### config.mk
export PLATFORM = sky130hd
export DESIGN_NAME = vend_ctrl
export DESIGN_NICKNAME = d
export VERILOG_FILES = /design/src/rtl/vend_ctrl.sv
export SDC_FILE = /design/constraint.sdc
export NUM_CORES = 1
export LEC_CHECK = 0
export ABC_CLOCK_PERIOD_IN_PS = 2300
export CORE_MARGIN = 5
export CORE_UTILIZATION = 40
export CTS_CLUSTER_SIZE = 28
export DETAILED_ROUTE_END_ITERATION = 8
export HOLD_SLACK_MARGIN = 0.03
export SYNTH_ARGS = -nofsm -noshare
export SYNTH_HDL_FRONTEND = slang
export SYNTH_SLANG_ARGS = --single-unit
### constraint.sdc
create_clock -name clk -period 2.3 [get_ports clk]
set_clock_uncertainty 0.1 [all_clocks]
set_input_delay 0.23 -clock clk [delete_from_list [all_inputs] [get_ports clk]]
set_output_delay 0.23 -clock clk [all_outputs]
set_load 0.05 [all_outputs]
### src/rtl/vend_ctrl.sv
// Vending controller: 50c-unit coin credit, dispense handshake, change return and refund on cancel/inactivity.
// Latency: credit and coin_rej update one edge after the input; disp_req/chg_req hold until the matching ack.
module vend_ctrl #(
    parameter int PRICE      = 3,
    parameter int MAX_CREDIT = 6,
    parameter int TIMEOUT    = 255,
    localparam int CW        = $clog2(MAX_CREDIT + 1)
) (
    input  logic          clk,
    input  logic          rst,
    input  logic [1:0]    coin,
    input  logic          sel,
    input  logic          cancel,
    input  logic          disp_ack,
    input  logic          chg_ack,
    output logic          disp_req,
    output logic          chg_req,
    output logic          coin_rej,
    output logic [CW-1:0] credit,
    output logic          busy
);

    localparam int TW = $clog2(TIMEOUT + 1);

    typedef enum logic [1:0] {
        IDLE   = 2'd0,
        VEND   = 2'd1,
        RETURN = 2'd2
    } state_t;

    state_t        state;
    logic [TW-1:0] idle_cnt;
    logic [CW:0]   coin_val;
    logic [CW:0]   sum;
    logic          accept;
    logic          activity;

    always_comb begin
        coin_val = '0;
        case (coin)
            2'b01:   coin_val = (CW+1)'(1);
            2'b10:   coin_val = (CW+1)'(2);
            default: coin_val = '0;
        endcase
    end

    // The extra bit keeps the overflow compare exact at MAX_CREDIT.
    assign sum      = {1'b0, credit} + coin_val;
    assign accept   = (coin == 2'b01 || coin == 2'b10) && (sum <= (CW+1)'(MAX_CREDIT));
    assign activity = accept || sel || cancel;

    assign busy     = (state != IDLE);
    assign disp_req = (state == VEND);
    assign chg_req  = (state == RETURN);

    always_ff @(posedge clk) begin
        if (rst) begin
            state    <= IDLE;
            credit   <= '0;
            idle_cnt <= '0;
            coin_rej <= 1'b0;
        end else begin
            coin_rej <= (coin != 2'b00);
            idle_cnt <= '0;
            case (state)
                IDLE: begin
                    if (cancel && credit != '0) begin
                        state <= RETURN;
                    end else if (sel && credit >= CW'(PRICE)) begin
                        state <= VEND;
                    end else begin
                        if (accept) begin
                            credit   <= sum[CW-1:0];
                            coin_rej <= 1'b0;
                        end
                        // Quiet cycle with credit held: count toward the refund.
                        if (!activity && credit != '0) begin
                            if (idle_cnt == TW'(TIMEOUT - 1))
                                state <= RETURN;
                            else
                                idle_cnt <= idle_cnt + TW'(1);
                        end
                    end
                end
                VEND: begin
                    if (disp_ack) begin
                        credit <= credit - CW'(PRICE);
                        state  <= (credit == CW'(PRICE)) ? IDLE : RETURN;
                    end
                end
                RETURN: begin
                    if (credit == '0) begin
                        state <= IDLE;
                    end else if (chg_ack) begin
                        credit <= credit - CW'(1);
                        if (credit == CW'(1))
                            state <= IDLE;
                    end
                end
                default: state <= IDLE;
            endcase
        end
    end

endmodule

==> metrics.md, run 1 <==
| Metric | Value |
|---|---|
| Root buf cell | `clkbuf_4` |
| Synth area leader | `dfxtp_1` |
| Met1 usage | `18.7%` |
| Top post-synthesis cells by area | `dfxtp_1, ha_1, xor2_1, inv_1, nor2_1` |
| First-pass iteration count of the detailed router | `4` |
| Power per Cell Area | `935 nW/µm²` |
| Final hold vios | `0` |
| Final-stage net count | `175` |
| H-Tree Depth | `1` |
| # DRC | `0` |
| Kind of critical path | `input pin to register` |
| Max-slew headroom | `66.5%` |
| Crit path capture type | `register` |
| Lkg Pwr | `0.593 nW` |
| Die extent in y | `60.9 µm` |
| Clock period minus worst slack | `2.27 ns` |
| Area delta synth->final | `37.3%` |
| DP HPWL | `1.80 mm` |
| Finished Core Util | `57.5%` |
| Gate Count Post-Synth | `119` |
| N_diodes | `0` |
| GR peak layer | `met2` |
| Syn. warnings | `0` |
| M2 GR Usage | `25.8%` |
| Final Max Slew Viols | `0` |
| Iter 0 DRT Violations | `20` |
| First-pass GRT wire length | `4.17 mm` |
| Synth cell types | `39` |
| Die area | `3710 µm²` |
| Grt ovf | `0` |
| Layout cells sized above 1 | `28.2%` |
| FP Rows | `18` |
| Routed Antenna Nets | `0` |
| RSZ-0062 raised after global routing | `yes` |
| Most frequent cell after synthesis | `ha_1` |
| Worst Max-Slew Pin Slew | `0.501 ns` |
| Storage cell area | `289 µm²` |
| Multi-input logic area | `769 µm²` |
| Asr flop ratio synth | `0%` |
| Antenna violations before repair | `0` |
| Yosys reg bits | `14` |
| Max Fanout on Critical Path | `4` |
| Outcome | `complete, no violations` |
| Clock buffer depth | `2` |
| Placed cells | `168` |
| Hold Buf Count CTS | `0` |
| GR Util met3 | `5.32%` |
| Fin Setup TNS | `0 ns` |
| DRT Wirelength | `2.48 mm` |
| Filler instances | `229` |
| Starting Density | `41.9%` |
| Avg Inst Size Synth | `8.72 µm²` |
| Critical Path AT | `2.36 ns` |
| Peak supply drop | `780 µV` |
| Worst skew pair latency | `0.28 ns` |
| Vias in the first global route | `907` |
| Setup crit start kind | `input pin` |
| Post-Syn Area | `1040 µm²` |
| Type of the tightest min-delay check | `register to register` |
| Post-synthesis sequential area ratio | `27.0%` |
| Core Area | `2480 µm²` |
| Top cells by count, synth | `ha_1, dfxtp_1, inv_1` |
| Ys flop type | `dfxtp_1` |
| Num CTS Buffers | `3` |
| GR Util All Layers | `15.1%` |
| CTS tree | `yes` |
| CTS Sinks | `14` |
| Clock transition at the registers of the reported paths | `0.09 ns` |
| MaxCap Viol Count | `0` |
| Top cell type's share of synthesized area | `27.0%` |
| Flop2flop setup slack | `0.04 ns` |
| Die width | `60.9 µm` |
| Syn Nets | `144` |
| Via Count | `937` |
| Placer Congestion | `0.781` |
| IO Pins | `15` |
| # setup viols final | `0` |
| Cell Count, Final, Fillers Out | `179` |
| Average wire per standard cell | `13.9 µm` |
| Vias per Instance | `5.23` |
| Max Freq | `441 MHz` |
| Crit share post-route | `98.6%` |
| Critical Path RT | `2.39 ns` |
| IO buf count | `14` |
| Post-synth EDFFs | `0` |
| Largest net degree at the start of global routing | `11` |
-- where the power goes --
part	leakage (nW)	switching, mW	internal, mW	total (mW)
Combinational	0.462	0.511	0.352	0.864
Clock	0.0154	0.0814	0.0629	0.144
Sequential	0.115	0.0402	0.283	0.324
Total	0.593	0.633	0.698	1.33
-- path summary, 6_finish.rpt --
kind / start / endpoint / depth (start not counted)
setup / recovery: coin[0] / credit[1] / 9
hold / removal: idle_cnt[0] / idle_cnt[0] / 1
setup reg to reg: credit[0] / credit[1] / 7
hold reg to reg: idle_cnt[0] / idle_cnt[0] / 1
-- timing repair --
item | in CTS | in global routing
pin swaps | 10 | 8
gates cloned | 0 | 0
resized for setup | 10 | 14
setup endpoints to repair | 13 | 10
buffers inserted | 4 | 3
-- final cells by class --
type	count	area share (%)
multi-input combinational	88	54.0
sequential	14	20.3
inverter	13	3.43
clock inverter	1	0.264
clock buffer	3	1.58
tap	30	2.64
timing repair buffer	30	17.8
-- flip-flops by register name, indices dropped and copies added (netlist names) --
register and flops:
coin_rej 1, credit 3, idle_cnt 8, state 2
-- stage by stage --
stage / hold slack [ns] / setup WS, ns / area (µm²) / total power, mW
6_report: 0.411 / 0.0328 / 1420 / 1.33
5_1_grt: 0.434 / -0.0224 / 1420 / 1.43
4_1_cts: 0.413 / 0.0181 / 1350 / 1.26
3_5_place_dp: 0.390 / -0.604 / 1260 / 1.08
3_3_place_gp: 0.382 / -0.533 / 1260 / 1.07
2_1_floorplan: 0.353 / 0.0221 / 1050 / 0.860
-- per-layer routing --
metal	wire length [µm]	share of wire, %
met1	1140	46
met4	17	0.69
met3	157	6.3
met2	1160	47
met5	0	0
-- kinds of logic (layout without fill, tap and decap cells) --
group	Yosys count	in the layout	share of synthesized area (%)
compound gates	22	22	15.7
xor+xnor	7	7	5.91
fa+ha+maj	17	17	21.2
buf+inv	17	47	7.00
flops	14	14	27.0
mux	3	3	3.02
simple gates	39	39	20.1
-- layout by cell type, fill, tap and decap left out, drive strengths merged --
master	Yosys	routed
nand3	5	5
nand2b	2	2
a211oi	1	1
clkdlybuf4s50	0	11
a32oi	1	1
ha	16	16
nor2	12	12
o21a	2	2
xor2	6	6
a41oi	1	1
o31ai	3	3
nand2	8	8
dfxtp	14	14
o211ai	2	2
nand4b	1	1
and3	1	1
o221ai	1	1
o21ai	1	1
a211o	2	2
mux2	1	1
mux2i	2	2
nor2b	1	1
or4	3	3
a31o	2	2
nor3	1	1
xnor2	1	1
fa	1	1
nand4bb	1	1
a21oi	4	4
nand4	2	2
clkbuf	1	4
nor3b	1	1
buf	3	17
o31a	1	1
clkinv	0	1
clkdlybuf4s15	0	1
and4	1	1
a21o	1	1
inv	13	13
-- worst max-delay path: stages --
cell and delay, ns:
clkdlybuf4s15_1 0.23, inv_2 0.09, ha_2 0.18, inv_1 0.07, fa_2 0.54, o31a_1 0.25
a41oi_4 0.18, or4_4 0.52, o31ai_4 0.07
Power figures use the tool's default switching activity.
==> run 2, diff against run 1 <==
GPL_ROUTABILITY_DRIVEN = 0   (was default)
==> results of run 2 <==
No change in the layout: final DEF, timing and power equal those of run 1.
